### config.mk
export PLATFORM = sky130hd
export DESIGN_NAME = mc_datapath_flat
export DESIGN_NICKNAME = d
export VERILOG_FILES = /design/src/rtl/mc_datapath_if.sv /design/src/rtl/mc_datapath.sv /design/src/flat_wrapper.sv
export SDC_FILE = /design/constraint.sdc
export NUM_CORES = 1
export LEC_CHECK = 0
export CAP_MARGIN = 20
export CORE_ASPECT_RATIO = 1.25
export CORE_MARGIN = 2
export CORE_UTILIZATION = 45
export CTS_CLUSTER_SIZE = 25
export DETAILED_ROUTE_END_ITERATION = 8
export PLACE_DENSITY = 0.69
export SLEW_MARGIN = 20
export SYNTH_ARGS = -nofsm -noshare
export SYNTH_HDL_FRONTEND = slang
export SYNTH_SLANG_ARGS = --single-unit
export TNS_END_PERCENT = 5
### constraint.sdc
create_clock -name clock -period 8.1 [get_ports clock]
set_input_delay 1.62 -clock clock [delete_from_list [all_inputs] [get_ports clock]]
set_output_delay 1.62 -clock clock [all_outputs]
set_load 0.02 [all_outputs]
### src/rtl/mc_datapath_if.sv
// Sequencer command channel and memory req/ack channel of mc_datapath.
// slave = datapath side, master = sequencer/memory side.
interface mc_datapath_if #(
   parameter int WIDTH = 16,
   parameter int RSEL  = 4
);
   logic             op_valid;
   logic             op_ready;
   logic [1:0]       op_kind;
   logic [2:0]       op_alu;
   logic [RSEL-1:0]  op_a_sel;
   logic [RSEL-1:0]  op_b_sel;
   logic [RSEL-1:0]  op_dst;
   logic             op_a_imm;
   logic             op_b_imm;
   logic [WIDTH-1:0] op_imm;

   logic             mem_req;
   logic             mem_we;
   logic [WIDTH-1:0] mem_addr;
   logic [WIDTH-1:0] mem_wdata;
   logic             mem_ack;
   logic [WIDTH-1:0] mem_rdata;

   modport slave (
      input  op_valid, op_kind, op_alu, op_a_sel, op_b_sel, op_dst,
             op_a_imm, op_b_imm, op_imm, mem_ack, mem_rdata,
      output op_ready, mem_req, mem_we, mem_addr, mem_wdata
   );

   modport master (
      output op_valid, op_kind, op_alu, op_a_sel, op_b_sel, op_dst,
             op_a_imm, op_b_imm, op_imm, mem_ack, mem_rdata,
      input  op_ready, mem_req, mem_we, mem_addr, mem_wdata
   );
endinterface

### src/rtl/mc_datapath.sv
// Multi-cycle datapath: flagged register file (reg 0 = PC), 1-cycle ALU, req/ack memory port.
// Optional macro DATAPATH_MEM_TIMEOUT_EN aborts a memory op after TIMEOUT_CYCLES without ack.
module mc_datapath #(
   parameter int WIDTH          = 16,
   parameter int NREGS          = 16,
   parameter int TIMEOUT_CYCLES = 255
) (
   input  logic                   clock,
   input  logic                   reset,
   mc_datapath_if.slave           bus,
   output logic [NREGS*WIDTH-1:0] registers,
   output logic [NREGS-1:0]       overflow,
   output logic [NREGS-1:0]       errorbit,
   output logic [NREGS-1:0]       zeroflag,
   output logic [NREGS-1:0]       signflag
);
   localparam int RSEL = $clog2(NREGS);
   localparam int MSB  = WIDTH - 1;
   localparam logic [WIDTH-1:0] SHIFT_LIM = WIDTH'(WIDTH);

   typedef enum logic [1:0] {K_ALU = 2'b00, K_LOAD = 2'b01, K_STORE = 2'b10, K_FLAGS = 2'b11} kind_t;
   typedef enum logic [2:0] {A_ADD, A_SUB, A_AND, A_OR, A_XOR, A_SHL, A_SHR, A_PASSB} alu_t;
   typedef enum logic {S_IDLE, S_MEM} state_t;

   state_t           state, state_nx;
   logic [WIDTH-1:0] rf [NREGS];
   logic [RSEL-1:0]  pend_dst;
   logic [WIDTH-1:0] op_a, op_b, alu_res;
   logic             alu_ofl, alu_err;
   logic             alu_fire, mem_fire, mem_done, mem_abort, t_expired;
   kind_t            kind;

   assign kind = kind_t'(bus.op_kind);

   always_comb begin
      op_a    = bus.op_a_imm ? bus.op_imm : rf[bus.op_a_sel];
      op_b    = bus.op_b_imm ? bus.op_imm : rf[bus.op_b_sel];
      alu_res = '0;
      alu_ofl = 1'b0;
      alu_err = 1'b0;
      case (alu_t'(bus.op_alu))
         A_ADD: begin
            alu_res = op_a + op_b;
            alu_ofl = (op_a[MSB] == op_b[MSB]) && (alu_res[MSB] != op_a[MSB]);
         end
         A_SUB: begin
            alu_res = op_a - op_b;
            alu_ofl = (op_a[MSB] != op_b[MSB]) && (alu_res[MSB] != op_a[MSB]);
         end
         A_AND:   alu_res = op_a & op_b;
         A_OR:    alu_res = op_a | op_b;
         A_XOR:   alu_res = op_a ^ op_b;
         A_SHL: begin
            if (op_b >= SHIFT_LIM) alu_err = 1'b1;
            else                   alu_res = op_a << op_b;
         end
         A_SHR: begin
            if (op_b >= SHIFT_LIM) alu_err = 1'b1;
            else                   alu_res = op_a >> op_b;
         end
         default: alu_res = op_b;
      endcase
   end

`ifdef DATAPATH_MEM_TIMEOUT_EN
   localparam int TW = (TIMEOUT_CYCLES > 1) ? $clog2(TIMEOUT_CYCLES) : 1;
   localparam logic [TW-1:0] T_LAST = TW'(TIMEOUT_CYCLES - 1);
   logic [TW-1:0] tcnt;

   // Held at zero outside MEM, so every MEM entry starts a fresh count.
   always_ff @(posedge clock) begin
      if (reset || state != S_MEM) tcnt <= '0;
      else if (!bus.mem_ack)       tcnt <= tcnt + 1'b1;
   end
   assign t_expired = (state == S_MEM) && (tcnt == T_LAST);
`else
   assign t_expired = 1'b0;
`endif

   always_ff @(posedge clock) begin
      if (reset) state <= S_IDLE;
      else       state <= state_nx;
   end

   always_comb begin
      state_nx     = state;
      bus.op_ready = 1'b0;
      bus.mem_req  = 1'b0;
      alu_fire     = 1'b0;
      mem_fire     = 1'b0;
      mem_done     = 1'b0;
      mem_abort    = 1'b0;
      case (state)
         S_IDLE: begin
            bus.op_ready = 1'b1;
            if (bus.op_valid) begin
               if (kind == K_LOAD || kind == K_STORE) begin
                  mem_fire = 1'b1;
                  state_nx = S_MEM;
               end else begin
                  alu_fire = 1'b1;
               end
            end
         end
         default: begin
            bus.mem_req = 1'b1;
            if (bus.mem_ack) begin
               mem_done = 1'b1;
               state_nx = S_IDLE;
            end else if (t_expired) begin
               mem_abort = 1'b1;
               state_nx  = S_IDLE;
            end
         end
      endcase
   end

   always_ff @(posedge clock) begin
      if (reset) begin
         for (int unsigned i = 0; i < NREGS; i++) rf[i] <= '0;
         overflow      <= '0;
         errorbit      <= '0;
         pend_dst      <= '0;
         bus.mem_we    <= 1'b0;
         bus.mem_addr  <= '0;
         bus.mem_wdata <= '0;
      end else begin
         // PC bump is issued first; any same-edge write to reg 0 comes later and wins.
         if (alu_fire || mem_done || mem_abort) rf[0] <= rf[0] + 1'b1;
         if (alu_fire) begin
            if (kind == K_ALU) rf[bus.op_dst] <= alu_res;
            overflow[bus.op_dst] <= alu_ofl;
            errorbit[bus.op_dst] <= alu_err;
         end
         if (mem_fire) begin
            bus.mem_we    <= (kind == K_STORE);
            bus.mem_addr  <= alu_res;
            bus.mem_wdata <= rf[bus.op_dst];
            pend_dst      <= bus.op_dst;
         end
         if (mem_done && !bus.mem_we) begin
            rf[pend_dst]       <= bus.mem_rdata;
            overflow[pend_dst] <= 1'b0;
            errorbit[pend_dst] <= 1'b0;
         end
         if (mem_abort) errorbit[pend_dst] <= 1'b1;
      end
   end

   for (genvar g = 0; g < NREGS; g++) begin : g_view
      assign registers[g*WIDTH +: WIDTH] = rf[g];
      assign zeroflag[g] = (rf[g] == '0);
      assign signflag[g] = rf[g][MSB];
   end
endmodule

### src/flat_wrapper.sv
// flat-port wrapper written by rule: the top's interface ports become plain ports
module mc_datapath_flat 
#(
   parameter int WIDTH          = 16,
   parameter int NREGS          = 16,
   parameter int TIMEOUT_CYCLES = 255
)
  (clock, reset, registers, overflow, errorbit, zeroflag, signflag, bus_op_valid, bus_op_kind, bus_op_alu, bus_op_a_sel, bus_op_b_sel, bus_op_dst, bus_op_a_imm, bus_op_b_imm, bus_op_imm, bus_mem_ack, bus_mem_rdata, bus_op_ready, bus_mem_req, bus_mem_we, bus_mem_addr, bus_mem_wdata);
  mc_datapath_if #(.WIDTH(WIDTH), .RSEL(4)) bus_i ();
  input  logic clock;
  input  logic reset;
  output logic [NREGS*WIDTH-1:0] registers;
  output logic [NREGS-1:0] overflow;
  output logic [NREGS-1:0] errorbit;
  output logic [NREGS-1:0] zeroflag;
  output logic [NREGS-1:0] signflag;
  input wire logic [$bits(bus_i.op_valid)-1:0] bus_op_valid;
  input wire logic [$bits(bus_i.op_kind)-1:0] bus_op_kind;
  input wire logic [$bits(bus_i.op_alu)-1:0] bus_op_alu;
  input wire logic [$bits(bus_i.op_a_sel)-1:0] bus_op_a_sel;
  input wire logic [$bits(bus_i.op_b_sel)-1:0] bus_op_b_sel;
  input wire logic [$bits(bus_i.op_dst)-1:0] bus_op_dst;
  input wire logic [$bits(bus_i.op_a_imm)-1:0] bus_op_a_imm;
  input wire logic [$bits(bus_i.op_b_imm)-1:0] bus_op_b_imm;
  input wire logic [$bits(bus_i.op_imm)-1:0] bus_op_imm;
  input wire logic [$bits(bus_i.mem_ack)-1:0] bus_mem_ack;
  input wire logic [$bits(bus_i.mem_rdata)-1:0] bus_mem_rdata;
  output wire logic [$bits(bus_i.op_ready)-1:0] bus_op_ready;
  output wire logic [$bits(bus_i.mem_req)-1:0] bus_mem_req;
  output wire logic [$bits(bus_i.mem_we)-1:0] bus_mem_we;
  output wire logic [$bits(bus_i.mem_addr)-1:0] bus_mem_addr;
  output wire logic [$bits(bus_i.mem_wdata)-1:0] bus_mem_wdata;
  assign bus_i.op_valid = bus_op_valid;
  assign bus_i.op_kind = bus_op_kind;
  assign bus_i.op_alu = bus_op_alu;
  assign bus_i.op_a_sel = bus_op_a_sel;
  assign bus_i.op_b_sel = bus_op_b_sel;
  assign bus_i.op_dst = bus_op_dst;
  assign bus_i.op_a_imm = bus_op_a_imm;
  assign bus_i.op_b_imm = bus_op_b_imm;
  assign bus_i.op_imm = bus_op_imm;
  assign bus_i.mem_ack = bus_mem_ack;
  assign bus_i.mem_rdata = bus_mem_rdata;
  assign bus_op_ready = bus_i.op_ready;
  assign bus_mem_req = bus_i.mem_req;
  assign bus_mem_we = bus_i.mem_we;
  assign bus_mem_addr = bus_i.mem_addr;
  assign bus_mem_wdata = bus_i.mem_wdata;
  mc_datapath #(.WIDTH(WIDTH), .NREGS(NREGS), .TIMEOUT_CYCLES(TIMEOUT_CYCLES)) u_core (.clock(clock), .reset(reset), .bus(bus_i), .registers(registers), .overflow(overflow), .errorbit(errorbit), .zeroflag(zeroflag), .signflag(signflag));
endmodule
==> impl_results.md, run 1 <==
- Result of the run: finished clean
- Fraction of layout instances using a drive strength above 1: 0.149
- Min cycle time layout: 6.76 ns
- Post-placement setup slack: between 0.8 and 0.9 ns
- Count of hold buffers inserted by post-cts repair: 0
- Setup Viol. Count Final: 0
- Fraction of synthesized area in multiplexers: 0.229
- Relative contribution of the clock network to total power: 0.306
- Slew at the pin with the worst max-slew slack: 1.32 ns
- Final net count: 2776
- Detailed placer's ending HPWL: 92500 um
- Synthesized Nets: 2413
- Share of the synthesized netlist area taken by xor and xnor gates: 0.00727
- Clock tree buffer depth: 3
- Synthesized-area fraction occupied by adder cells: 0.0297
- Simple-gate portion of the synthesized area: 0.153
- Slew headroom: 0.115
- Synthesized-area fraction occupied by ao, oa, aoi and oai cells: 0.150
- Final total power: between 5 and 6 mW
- Startpoint type of the worst setup path: input pin
- Overall die height: approximately 260 um
- TritonRoute pass-1 iters: 6
- Cell internal power dissipation: 3.34 mW
- Buffer cell driving the clock tree root: clkbuf_16
- Number of post-CTS setup repair buffers: 0
- Effective utilization at floorplan: 0.456
- Antenna-violating nets left: 0
- Main combinational cell family by area after synthesis: multiplexers
- Fraction of the yosys area taken by sequential cells: 0.377
- Gate count after technology mapping: 2302
- Proportion of power drawn by flip-flops and latches: 0.386
- Core occupancy in the finished layout: 0.568
- Post-DR wirelength/cell: 36.3 um
- Hold_ws: between 0.4 and 0.5 ns
- Critical setup path kind: input pin to register
- # placed instances: 3298
- Clock latency of the later-clocked register in the worst-skew pair: just under 0.6 ns
- Maximum fanout encountered on the critical timing path: 17
- TritonCTS buffer count: 36
- Number of enable-type register cells in the synthesized netlist: between 200 and 300
- Number of vias in the routed layout: 23900
- Worst min path class: register to register
- Setup repair after global routing missed its margin: false
- Final Instance Count excl. Fillers: 3365
- Flop and latch count out of synthesis: 326
- Count of distinct cell types in the synthesized netlist: 100
- Max-slew violation count: 0
- Maximum clock frequency: 148 MHz
- Area enclosed by the die boundary: 55400 um2
- Switch share: 0.361
- Remaining DRCs: 0
- Arrival time of data at the critical path endpoint: approximately 7.0 ns
- Core area: 52800 um2
- Leakage power: 10.9 nW
- Number of antenna violations at the first check in global routing: 3
- Row count: 94
- Net Switching: 1.89 mW
- Proportion of register bits with asynchronous set or reset after synthesis: 0
- Width of the die: 211 um
- Post-synthesis to final-layout area growth: 24.5%
- Final WL: 122000 um
- First-pass GRT wire length: approximately 170000 um
- Clk sink count: 326
- GRT overflow: 0
- Worst setup slack after layout: approximately 1.3 ns
- Netlist area before placement: between 20000 and 25000 um2
- WP data required: around 8.4 ns
- Total routing resource utilization after global routing: 0.430
- Area after detailed placement: 28900 um2
- Maximum level of the CTS H-tree: 2
- Vias per cell: 7.10
- IO buf count: about 410
- Cells resized by post-CTS repair: 0
- Combinational cell fraction of total power: 0.308
- Pin count of the biggest net entering global routing: 72
- Main flop type after synthesis: edfxtp_1
- Total negative slack: 0 ns
- CTS clk-pin slew, worst paths: 0.06 ns
- Hold Fails Final Rpt: 0
- Number of DRC markers in iteration 0: 3629
- PD cells: 174 nW/um2
- Final design instance area without fill: 30000 um2
- Yosys synthesis warning count: 0
- Maximum ir drop on the vdd rail: 0.191 mV
- Portion of the clock cycle consumed by the worst path in the final layout: 0.835
- Critical path capture point type: register
- Max Cap Violations: 0
- Gpl congestion: 1.04
- Number of global-route vias before repair: 23100
- Boundary pin count: 410
- Clock tree from TritonCTS: done
- Worst clock skew: 0.0325 ns
- Average instance area after synthesis: 10.5 um2
-- routing by layer --
metal  vias to the layer above  wire length, um  track usage
li1                       9640                -            -
met1                     11800            42300        0.527
met2                      2001            56700        0.696
met3                       440            13500       0.0868
met4                         0             9750        0.265
met5                         -                0            0
-- final cells by class --
| class | instances | area, um2 |
|---|---|---|
| Fill cell | 4539 | 22800 |
| Multi-Input combinational cell | 1710 | 13700 |
| Sequential cell | 326 | 9090 |
| Timing Repair Buffer | 523 | 5000 |
| Clock buffer | 51 | 1010 |
| Tap cell | 672 | 841 |
| Inverter | 68 | 258 |
| Clock inverter | 12 | 78.8 |
| Antenna cell | 3 | 7.51 |
-- sequential cells by signal, indices dropped and copies added (netlist names) --
signal,count
u_core.state,1
u_core.bus.mem_addr,16
u_core.bus.mem_wdata,16
u_core.overflow,16
u_core.bus.mem_we,1
u_core.rf,256
u_core.pend_dst,4
u_core.errorbit,16
-- critical path: stages --
cell and delay (ns):
buf_2 0.53, mux4_2 0.64, mux2i_1 0.50, a221o_1 0.36, clkinv_1 0.08, buf_4 0.18, ha_1 0.27, fa_1 0.48
a21o_1 0.23, a21oi_1 0.15, o21ai_0 0.24, a2bb2oi_1 0.37, a21oi_1 0.15, mux2i_1 0.14, nor3_1 0.35, o41ai_2 0.17
a22oi_2 0.16, buf_4 0.28, o22ai_1 0.11
-- logic make-up after synthesis --
| group | after synthesis |
|---|---|
| adders and majority gates | 56 |
| xor gates and xnor gates | 20 |
| and+or+nand+nor | 791 |
| muxes | 344 |
| DFF | 326 |
| buffers and inverters | 266 |
| AOI/OAI and AO/OA | 499 |
-- cells in the final DEF, fill, tap and decap left out, types with 48 or more instances in the layout --
cell             synthesis  routed
nand3_1                 48      48
dfxtp_1                 70      70
o21ai_0                 48      48
mux2i_1                174     174
mux4_2                 163     163
nor2_1                 307     306
nor4_1                  72      71
nand2_1                191     191
ha_1                    54      54
inv_1                   64      64
a21oi_1                143     143
buf_4                   37     109
edfxtp_1               256     256
clkdlybuf4s50_1          0     401
-- power groups by stage --
stage / Sequential (mW) / Clock (mW) / Combinational, mW
after floorplan: 2.05 / 0 / 0.868
after global placement: 2.04 / 0 / 1.55
after detailed placement: 2.04 / 0 / 1.56
after CTS: 2.01 / 1.59 / 1.56
after global routing: 2.02 / 1.65 / 1.67
final: 2.02 / 1.60 / 1.61
-- final timing paths --
path	end	slack [ns]	start	depth (start not counted)
min reg2reg	u_core.bus.mem_addr[12]	0.45	u_core.bus.mem_addr[12]	2
min	u_core.bus.mem_addr[12]	0.45	u_core.bus.mem_addr[12]	2
max reg2reg	u_core.rf[5][12]	2.41	u_core.rf[0][0]	19
max	u_core.rf[0][14]	1.34	bus_op_a_sel[1]	19
-- cell usage after synthesis (15+ instances only) --
library cell  instances  area (um2)
edfxtp_1            256        7690
nand3_1              48         240
nand4_1              17         106
buf_6                15         169
o21ai_0              48         240
mux4_2              163        3670
a22oi_1              43         323
inv_1                64         240
o22ai_1              23         144
nor3_1               38         190
mux2i_1             174        1740
nor4_1               72         450
nor2_1              307        1150
ha_1                 54         676
nor2b_1              30         188
and4_1               17         149
a211oi_1             21         158
nand2_1             191         717
buf_1                22        82.6
buf_4                37         278
clkbuf_1             89         334
buf_2                33         165
a221o_1              17         170
a21oi_1             143         716
a31oi_1              16         100
dfxtp_1              70        1400
Power figures use the tool's default switching activity.
==> inputs of run 2 (changes only) <==
--- a/config.mk
+++ b/config.mk
@@ -11,7 +11,7 @@
 export CORE_UTILIZATION = 45
 export CTS_CLUSTER_SIZE = 25
 export DETAILED_ROUTE_END_ITERATION = 8
-export PLACE_DENSITY = 0.69
+export PLACE_DENSITY = 0.72
 export SLEW_MARGIN = 20
 export SYNTH_ARGS = -nofsm -noshare
 export SYNTH_HDL_FRONTEND = slang
==> constraint.sdc (replaced) <==
create_clock -name clock -period 5.5 [get_ports clock]
set_input_delay 1.1 -clock clock [delete_from_list [all_inputs] [get_ports clock]]
set_output_delay 1.1 -clock clock [all_outputs]
set_load 0.02 [all_outputs]
==> impl_results.md, run 2 (same netlist as run 1, synthesis figures left out) <==
- Crit-path slowest cell: clkdlybuf4s50_1
- Worst clock skew: 0.0240 ns (-0.00851 ns)
- Worst setup path startpoint: bus_op_b_imm
- Register area: 9090 um2 (unchanged)
- Row count: 94 (unchanged)
- Internal reg-to-reg setup slack: 0.39 ns (-2.02 ns)
- Detailed placer's ending HPWL: 99400 um (+7.4%)
- Buffer cell driving the clock tree root: clkbuf_16
- Slew headroom: 0.167 (+0.0520)
- Number of global-route vias before repair: 24900 (+7.5%)
- Maximum fanout encountered on the critical timing path: 16 (-1)
- Core occupancy in the finished layout: 0.615 (+0.0465)
- Number of vias in the routed layout: 25400 (+6.5%)
- Antenna-violating nets left: 0 (unchanged)
- Endpoint of the most critical register-to-register path: u_core.rf[0][12]
- Clock latency of the later-clocked register in the worst-skew pair: 0.60 ns (about the same)
- Setup Viol. Count Final: 0 (unchanged)
- Maximum cell stage delay along the critical path: 0.52 ns (-0.12 ns)
- WP data required: 5.82 ns (-2.56 ns)
- First-pass GRT wire length: 181000 um (+5.8%)
- Clock tree buffer depth: 3 (unchanged)
- Maximum ir drop on the vdd rail: 0.269 mV (+41%)
- Remaining DRCs: 0 (unchanged)
- Boundary pin count: 410 (unchanged)
- Clock tree from TritonCTS: done
- Pin count of the biggest net entering global routing: 72 (unchanged)
- Startpoint type of the worst setup path: input pin
- CTS clk-pin slew, worst paths: 0.06 ns (about the same)
- Final total power: 8.50 mW (+63%)
- Arrival time of data at the critical path endpoint: 5.72 ns (-1.32 ns)
- Cell depth of the worst hold path: 2 (unchanged)
- Clk sink count: 326 (unchanged)
- Leakage power: 12.3 nW (+13%)
- Fill cell total of the finished layout: 4262 (-6.1%)
- Number of antenna violations at the first check in global routing: 7 (+4)
- Most used cells in the layout excluding fill and tap cells: clkdlybuf4s50_1, buf_4, nor2_1, edfxtp_1, nand2_1
- Result of the run: finished clean
- Total routing resource utilization after global routing: 0.456 (+0.0255)
- Critical path capture point type: register
- GRT overflow: 0 (unchanged)
- Setup repair after global routing missed its margin: true
- Min cycle time layout: 5.41 ns
- Gpl congestion: 1.09 (+5.0%)
- Hold_ws: 0.456 ns (+0.00229 ns)
- Fraction of layout instances using a drive strength above 1: 0.230 (+0.0809)
- Destination of the worst hold path: u_core.bus.mem_addr[14]
- Portion of the clock cycle consumed by the worst path in the final layout: 0.983
- Maximum level of the CTS H-tree: 2 (unchanged)
- Cell-by-cell listing of the critical path: clkdlybuf4s50_1, or2_2, a21oi_1, a32o_2, nor2_8, buf_4, ha_1, o21ba_2, o21ai_0, a21boi_0, buf_4, buf_4, or3_1, nand3_1, a21oi_1, o31ai_2, buf_4, o31ai_1, a21oi_2, buf_12, o21ai_0
- Area used by multi-input combinational logic: 13800 um2 (+0.72%)
- Post-synthesis to final-layout area growth: 34.7%
- Number of flip-flops under the largest register name: 256 (unchanged)
- Hold path startpoint: u_core.bus.mem_addr[14]
- Area enclosed by the die boundary: 55400 um2 (unchanged)
- Core area: 52800 um2 (unchanged)
- Register with the most flip-flops: u_core.rf
- Number of DRC markers in iteration 0: 3516 (-3.1%)
- Worst min path class: register to register
- Critical setup path kind: input pin to register
- Vias per cell: 7.04 (-0.93%)
- TritonCTS buffer count: 37 (+2.8%)
- Post-DR wirelength/cell: 35.6 um (-1.9%)
- PD cells: 262 nW/um2 (+50%)
- Worst setup slack after layout: 0.0945 ns (-1.24 ns)
- Width of the die: 211 um (unchanged)
- Start of the worst register-to-register path: u_core.rf[3][0]
- Commonest non-fill, non-tap cell in the layout: clkdlybuf4s50_1
- Final WL: 129000 um (+5.4%)
- Hold Fails Final Rpt: 0 (unchanged)
- Register-to-Register Path Depth: 19 (unchanged)
- Max-slew violation count: 0 (unchanged)
- Slew at the pin with the worst max-slew slack: 1.24 ns (-0.0784 ns)
- Cell repeated most along the worst path: buf_4
- Maximum clock frequency: approximately 180 MHz
- Post-placement setup slack: -0.699 ns (-1.52 ns)
- Effective utilization at floorplan: 0.456 (unchanged)
- IO buf count: 409 (unchanged)
- Max Cap Violations: 0 (unchanged)
- TritonRoute pass-1 iters: 6 (unchanged)
- Overall die height: 263 um (unchanged)
- Final net count: 3025 (+9.0%)
run 2: changes by cell type in the layout (fill, tap and decap cells not counted), moves of 3 or more:
cell and change:
buf_4 +226, buf_12 +23, bufinv_16 +7, clkbuf_1 -4
clkinv_2 -4, a211oi_1 -3, a211oi_2 +3, a21oi_1 -3
run 2: report_power, final:
group	total (mW)	internal [mW]	switching (mW)
Combinational	2.79	1.16	1.63
Clock	2.75	1.61	1.14
Sequential	2.96	2.76	0.202
run 2: worst max-delay path by stage:
stage and to:
2_1_floorplan u_core.rf[10][14], 3_3_place_gp u_core.rf[0][12], 3_5_place_dp u_core.rf[0][7], 4_1_cts u_core.rf[0][7], 5_1_grt u_core.rf[0][12], 6_report u_core.rf[0][7]
run 2: what timing repair did:
action | in CTS | in global routing
setup buffers | 0 | 1
hold buffers | 0 | 0
pin swaps | 0 | 7
setup endpoints to repair | 16 | 118
gates resized for setup | 1 | 14
run 2: layout make-up:
type                    count  share of cell area
diodes                      4            0.000308
clock buffers              45              0.0301
well taps                 672              0.0259
repair buffers            771               0.220
multi-input cells        1710               0.426
clock inverters            20             0.00975
inverters                  68             0.00794
flip-flops and latches    326               0.280
run 2: stage by stage:
| step | setup TNS (ns) | area (um2) | instances |
|---|---|---|---|
| 6_report | 0 | 32500 | 3616 |
| 5_1_grt | -0.0184 | 32500 | 3615 |
| 4_1_cts | 0 | 32400 | 3611 |
| 3_5_place_dp | -74.98 | 31100 | 3546 |
| 3_3_place_gp | -72.64 | 31100 | 3546 |
| 2_1_floorplan | 0 | 24200 | 2302 |
run 2: per-layer routing:
layer | vias to the layer above | routed length [um] | global-route usage
li1 | 10100 | - | -
met1 | 12400 | 42600 | 0.534
met2 | 2315 | 59700 | 0.738
met3 | 627 | 15400 | 0.119
met4 | 8 | 11100 | 0.295
met5 | - | 57 | 0
run 2: critical path, delay by kind of cell:
kind | cells | cell delay [ns]
buffers and inverters | 6 | 1.34
adders and majority gates | 1 | 0.29
and+or+nand+nor | 4 | 0.90
AOI/OAI and AO/OA | 10 | 2.09
